<file path="config.mk">
export PLATFORM = sky130hd
export DESIGN_NAME = mem_port_arbiter_flat
export DESIGN_NICKNAME = d
export VERILOG_FILES = /design/src/rtl/misc_v_mem_pkg.sv /design/src/rtl/mem_port_arbiter_if.sv /design/src/rtl/mem_arb_pick.sv /design/src/rtl/mem_port_arbiter.sv /design/src/flat_wrapper.sv
export SDC_FILE = /design/constraint.sdc
export NUM_CORES = 1
export LEC_CHECK = 0
export ABC_AREA = 1
export CORE_MARGIN = 4
export CORE_UTILIZATION = 46
export CTS_CLUSTER_SIZE = 16
export DETAILED_ROUTE_END_ITERATION = 16
export PLACE_DENSITY = 0.95
export SYNTH_ARGS = -nofsm -noshare
export SYNTH_HDL_FRONTEND = slang
export SYNTH_SLANG_ARGS = --single-unit
</file>
<file path="constraint.sdc">
create_clock -name clk -period 3.7 [get_ports clk]
set_clock_uncertainty 0.15 [all_clocks]
set_input_delay 0.555 -clock clk [delete_from_list [all_inputs] [get_ports clk]]
set_output_delay 0.555 -clock clk [all_outputs]
set_load 0.1 [all_outputs]
</file>
<file path="src/rtl/misc_v_mem_pkg.sv">
// rtl/misc_v_mem_pkg.sv - shared widths and FSM/grant types for the memory port arbiter
package misc_v_mem_pkg;

    localparam int DW_DEF = 16;
    localparam int AW_DEF = 16;

    typedef enum logic [1:0] {IDLE, ISSUE, WAIT, RESP} arb_state_t;
    typedef enum logic {GNT_IF, GNT_D} arb_grant_t;

endpackage

</file>
<file path="src/rtl/mem_port_arbiter_if.sv">
// rtl/mem_port_arbiter_if.sv - requester and memory-side signals of the memory port arbiter
interface mem_port_arbiter_if
    import misc_v_mem_pkg::*;
#(
    parameter int DW = DW_DEF,
    parameter int AW = AW_DEF
) ();

    logic          if_req;
    logic [AW-1:0] if_addr;
    logic          if_ack;
    logic [DW-1:0] if_rdata;
    logic          d_req;
    logic          d_we;
    logic [AW-1:0] d_addr;
    logic [DW-1:0] d_wdata;
    logic          d_ack;
    logic [DW-1:0] d_rdata;
    logic [AW-1:0] mem_addr;
    logic [DW-1:0] mem_data;
    logic          mem_we;
    logic [DW-1:0] mem_q;
    logic          busy;

    modport slave (
        input  if_req, if_addr, d_req, d_we, d_addr, d_wdata, mem_q,
        output if_ack, if_rdata, d_ack, d_rdata, mem_addr, mem_data, mem_we, busy
    );

    modport master (
        output if_req, if_addr, d_req, d_we, d_addr, d_wdata, mem_q,
        input  if_ack, if_rdata, d_ack, d_rdata, mem_addr, mem_data, mem_we, busy
    );

endinterface

</file>
<file path="src/rtl/mem_arb_pick.sv">
// rtl/mem_arb_pick.sv - data-over-fetch winner select with a fetch starvation counter
module mem_arb_pick
    import misc_v_mem_pkg::*;
#(
    parameter int STARVE_LIMIT = 4
) (
    input  logic       clk,
    input  logic       rst_n,
    input  logic       if_req,
    input  logic       d_req,
    input  logic       en,
    output arb_grant_t grant
);

    localparam int SW = $clog2(STARVE_LIMIT + 1);
    localparam logic [SW-1:0] LIMIT = SW'(STARVE_LIMIT);

    logic [SW-1:0] streak;

    always_comb begin
        grant = GNT_IF;
        if (d_req && !(if_req && streak == LIMIT)) begin
            grant = GNT_D;
        end
    end

    // Only data grants made while fetch is waiting count towards starvation.
    always_ff @(posedge clk or negedge rst_n) begin
        if (!rst_n) begin
            streak <= '0;
        end else if (en) begin
            if (grant == GNT_D && if_req) begin
                if (streak != LIMIT) begin
                    streak <= streak + 1'b1;
                end
            end else begin
                streak <= '0;
            end
        end
    end

endmodule

</file>
<file path="src/rtl/mem_port_arbiter.sv">
// rtl/mem_port_arbiter.sv - fetch/data arbiter sequencing accesses onto a 1-cycle sync-read memory
module mem_port_arbiter
    import misc_v_mem_pkg::*;
#(
    parameter int DW           = DW_DEF,
    parameter int AW           = AW_DEF,
    parameter int STARVE_LIMIT = 4
) (
    input  logic               clk,
    input  logic               rst_n,
    mem_port_arbiter_if.slave  bus
);

    arb_state_t    state, state_nxt;
    arb_grant_t    pick, grant;
    logic          pick_en;
    logic          wr;
    logic [AW-1:0] mem_addr_r;
    logic [DW-1:0] mem_data_r;
    logic          mem_we_r;
    logic          if_ack_r, d_ack_r;
    logic [DW-1:0] if_rdata_r, d_rdata_r;

    assign pick_en = (state == IDLE) && (bus.if_req || bus.d_req);

    mem_arb_pick #(.STARVE_LIMIT(STARVE_LIMIT)) u_pick (
        .clk    (clk),
        .rst_n  (rst_n),
        .if_req (bus.if_req),
        .d_req  (bus.d_req),
        .en     (pick_en),
        .grant  (pick)
    );

    always_ff @(posedge clk or negedge rst_n) begin
        if (!rst_n) begin
            state <= IDLE;
        end else begin
            state <= state_nxt;
        end
    end

    always_comb begin
        state_nxt = state;
        case (state)
            IDLE:    if (pick_en) state_nxt = ISSUE;
            ISSUE:   state_nxt = WAIT;
            WAIT:    state_nxt = RESP;
            RESP:    state_nxt = IDLE;
            default: state_nxt = IDLE;
        endcase
    end

    // Acks are set leaving WAIT so they coincide with the captured rdata in RESP.
    always_ff @(posedge clk or negedge rst_n) begin
        if (!rst_n) begin
            grant      <= GNT_IF;
            wr         <= 1'b0;
            mem_addr_r <= '0;
            mem_data_r <= '0;
            mem_we_r   <= 1'b0;
            if_ack_r   <= 1'b0;
            d_ack_r    <= 1'b0;
            if_rdata_r <= '0;
            d_rdata_r  <= '0;
        end else begin
            if_ack_r <= 1'b0;
            d_ack_r  <= 1'b0;
            case (state)
                IDLE: begin
                    if (pick_en) begin
                        grant <= pick;
                        if (pick == GNT_D) begin
                            wr         <= bus.d_we;
                            mem_addr_r <= bus.d_addr;
                            mem_we_r   <= bus.d_we;
                            mem_data_r <= bus.d_we ? bus.d_wdata : '0;
                        end else begin
                            wr         <= 1'b0;
                            mem_addr_r <= bus.if_addr;
                            mem_we_r   <= 1'b0;
                            mem_data_r <= '0;
                        end
                    end
                end
                ISSUE: mem_we_r <= 1'b0;
                WAIT: begin
                    if (grant == GNT_D) begin
                        if (!wr) begin
                            d_rdata_r <= bus.mem_q;
                        end
                        d_ack_r <= 1'b1;
                    end else begin
                        if_rdata_r <= bus.mem_q;
                        if_ack_r   <= 1'b1;
                    end
                end
                default: ;
            endcase
        end
    end

    assign bus.mem_addr = mem_addr_r;
    assign bus.mem_data = mem_data_r;
    assign bus.mem_we   = mem_we_r;
    assign bus.if_ack   = if_ack_r;
    assign bus.d_ack    = d_ack_r;
    assign bus.if_rdata = if_rdata_r;
    assign bus.d_rdata  = d_rdata_r;
    assign bus.busy     = (state != IDLE);

endmodule

</file>
<file path="src/flat_wrapper.sv">
// flat-port wrapper written by rule: the top's interface ports become plain ports
module mem_port_arbiter_flat import misc_v_mem_pkg::*;
#(
    parameter int DW           = DW_DEF,
    parameter int AW           = AW_DEF,
    parameter int STARVE_LIMIT = 4
)
  (clk, rst_n, bus_if_req, bus_if_addr, bus_d_req, bus_d_we, bus_d_addr, bus_d_wdata, bus_mem_q, bus_if_ack, bus_if_rdata, bus_d_ack, bus_d_rdata, bus_mem_addr, bus_mem_data, bus_mem_we, bus_busy);
  mem_port_arbiter_if #(.DW(DW), .AW(AW)) bus_i ();
  input  logic clk;
  input  logic rst_n;
  input wire logic [$bits(bus_i.if_req)-1:0] bus_if_req;
  input wire logic [$bits(bus_i.if_addr)-1:0] bus_if_addr;
  input wire logic [$bits(bus_i.d_req)-1:0] bus_d_req;
  input wire logic [$bits(bus_i.d_we)-1:0] bus_d_we;
  input wire logic [$bits(bus_i.d_addr)-1:0] bus_d_addr;
  input wire logic [$bits(bus_i.d_wdata)-1:0] bus_d_wdata;
  input wire logic [$bits(bus_i.mem_q)-1:0] bus_mem_q;
  output wire logic [$bits(bus_i.if_ack)-1:0] bus_if_ack;
  output wire logic [$bits(bus_i.if_rdata)-1:0] bus_if_rdata;
  output wire logic [$bits(bus_i.d_ack)-1:0] bus_d_ack;
  output wire logic [$bits(bus_i.d_rdata)-1:0] bus_d_rdata;
  output wire logic [$bits(bus_i.mem_addr)-1:0] bus_mem_addr;
  output wire logic [$bits(bus_i.mem_data)-1:0] bus_mem_data;
  output wire logic [$bits(bus_i.mem_we)-1:0] bus_mem_we;
  output wire logic [$bits(bus_i.busy)-1:0] bus_busy;
  assign bus_i.if_req = bus_if_req;
  assign bus_i.if_addr = bus_if_addr;
  assign bus_i.d_req = bus_d_req;
  assign bus_i.d_we = bus_d_we;
  assign bus_i.d_addr = bus_d_addr;
  assign bus_i.d_wdata = bus_d_wdata;
  assign bus_i.mem_q = bus_mem_q;
  assign bus_if_ack = bus_i.if_ack;
  assign bus_if_rdata = bus_i.if_rdata;
  assign bus_d_ack = bus_i.d_ack;
  assign bus_d_rdata = bus_i.d_rdata;
  assign bus_mem_addr = bus_i.mem_addr;
  assign bus_mem_data = bus_i.mem_data;
  assign bus_mem_we = bus_i.mem_we;
  assign bus_busy = bus_i.busy;
  mem_port_arbiter #(.DW(DW), .AW(AW), .STARVE_LIMIT(STARVE_LIMIT)) u_core (.clk(clk), .rst_n(rst_n), .bus(bus_i));
endmodule
</file>
==> results.toml <==
[outcome]
status = "completed"

[floorplanning]
fp-row-count = 30
dieArea_sq_um = 8410
die_w_um = 91.71
start_util = 0.4744
pin_count = 137
die_y_um = 91.71
coreArea_sq_um = 6794

[sta]
min_period_ns = 2.582
fmax_mhz = 387.3
fin_hold_ws_ns = 0.1821
fin_ws_ns = 1.118
period_share = 0.6978
hold_viol_final = 0
slew_headroom = 0.3078
tightest_slew_ns = 1.035
maxSlewViolCount = 0
rsz0062_at_grt = "false"
setup_viol = 0
fin_setup_tns_ns = 0

[clocking]
cts_hold_buf = 0
clkLatencyLatePin_ns = 0.33
cts_max_level = 3
cts_tree = "yes"
path_clk_slew_ns = 0.09
root_buffer = "clkbuf_8"
cts_sinks = 74
cts_inserted_buffers = 9
clk_path_buf_depth = 2
postCtsSetupRepairBufs = 0
cts_resized = 0

[synthesis]
avgSynthCellArea_sq_um = 8.504
syn_area_sq_um = 3223
synth_largest_area_cell = "dfrtp_1"
ys_seq_area_frac = 0.5745
synth_top_area_share = 0.5745
synth-seq-cells = 74
yosysWarnings = 0
async_reset_ff_frac = 1.000
syn-instance-count = 379
syn_nets = 453
yosysMostFrequentCell = "nand2_1"
synth_edf_count = 0
yosys-top-cells-area = "dfrtp_1 57%, nand2_1 12%, inv_1 8.5%, nand3_1 5.6%, o21ai_1 4.5%"
yosysUniqueCellTypes = 21
synthTopCellsByCount = "107 x nand2_1, 74 x dfrtp_1, 73 x inv_1"
ys.flop_type = "dfrtp_1"

[route]
vias = 2912
routed_wirelength_mm = 8.372
drt_iter0_markers = 185
post_drt_wl_per_cell_um = 13.70
drcViolationCount = 0
viasPerCell = 4.766
drt_pass1_iterations = 4
final_antenna_net_count = 0

[setup_path]
critPathCaptureType = "output pin"
cpLargestDelayFamily = "buffers and inverters"
cp.depth = 1
crit_type = "reg2out"
crit_arrival_ns = 1.88
crit_chain = "clkdlybuf4s50_1"
path_max_fanout = 2
slowest_delay_ns = 1.16
cp-start-kind = "flop"
path_buf_inv = 1
cp_data_required_time_ns = 2.99
r2r_cells = 7
cp_slowest_cell = "clkdlybuf4s50_1"

[global_route]
overflow = 0
grt_pass1_wl_mm = 13.55
grt_start_max_net_pins = 75
antenna_found_initial = 0
grt_pass1_vias = 2927
track_usage = 0.1991

[final_layout]
synthToLayoutAreaGrowth_pct = 49.77
seq_area_sq_um = 1852
final.fill_count = 535
multi_input_area_sq_um = 999.7
layout-drive-gt1-share = 0.04854
nets = 584
n_antenna_cell = 0

[placed_design]
place_ws_ns = 1.101
port_buffers = 136
gp_congestion = 0.7950
hpwlAfterDp_mm = 6.143

[hold_path]
hp-class = "in2async"

[job]
max_cap_violations = 0
final timing paths:
| path | startpoint | end | slack, ns |
|---|---|---|---|
| max in group asynchronous | rst_n | u_core.bus.mem_data[8]$_DFFE_PN0P_ | 2.62 |
| min reg2reg | u_core.wr$_DFFE_PN0P_ | u_core.wr$_DFFE_PN0P_ | 0.32 |
| min in group clk | u_core.wr$_DFFE_PN0P_ | u_core.wr$_DFFE_PN0P_ | 0.32 |
| max | u_core.bus.if_rdata[12]$_DFFE_PN0P_ | bus_if_rdata[12] | 1.12 |
| max reg2reg | u_core.state[0]$_DFFE_PN0P_ | u_core.bus.mem_data[11]$_DFFE_PN0P_ | 1.47 |
| min | rst_n | u_core.bus.if_rdata[7]$_DFFE_PN0P_ | 0.18 |
registers in the layout (all words and copies together) (netlist names):
register and flops:
u_core.bus.d_ack 1, u_core.bus.d_rdata 16, u_core.bus.if_ack 1, u_core.bus.if_rdata 16, u_core.bus.mem_addr 16, u_core.bus.mem_data 16
u_core.bus.mem_we 1, u_core.grant 1, u_core.state 2, u_core.u_pick.streak 3, u_core.wr 1
cells in the final DEF, fill, tap and decap left out, types with 2 or more instances in the layout:
cell,count
clkinv_4,2
nand3_1,36
ha_1,5
inv_1,73
clkbuf_8,9
clkdlybuf4s50_1,134
dfrtp_1,74
nand2_1,107
inv_2,2
buf_4,3
o21ai_0,26
nor2_1,3
o21ai_1,29
inv_8,2
routing by layer:
layer,up-vias,GRT usage,part of all wire
li1,1422,-,-
met1,1370,0.2362,0.40
met5,-,0,0
met4,0,0.08540,0.025
met3,14,0.03363,0.056
met2,106,0.3548,0.52
area by class of cell:
class / count / share of cell area
inverter: 75 / 0.05832
tap: 96 / 0.02488
multi-input combinational: 213 / 0.2071
clock inverter: 7 / 0.01788
timing repair buffer: 137 / 0.2825
sequential: 74 / 0.3836
clock buffer: 9 / 0.02566
logic make-up after synthesis:
| group | count (synthesis) | share of synthesized area |
|---|---|---|
| simple gates | 152 | 0.2026 |
| buf+inv | 92 | 0.1153 |
| flops | 74 | 0.5745 |
| compound gates | 55 | 0.08540 |
| fa+ha+maj | 5 | 0.01941 |
| xor+xnor | 1 | 0.002718 |
per-stage QoR:
stage               instance area, sq um  cells  utilization
global placement                    4617    595       0.6796
finish                              4827    611       0.7105
detailed placement                  4617    595       0.6796
global route                        4827    611       0.7105
CTS                                 4827    611       0.7105
floorplan                           3223    379            -
Power is left out: the tool's default activity adds up to more than one toggle a clock period on the data nets, which glitch-free logic cannot reach.
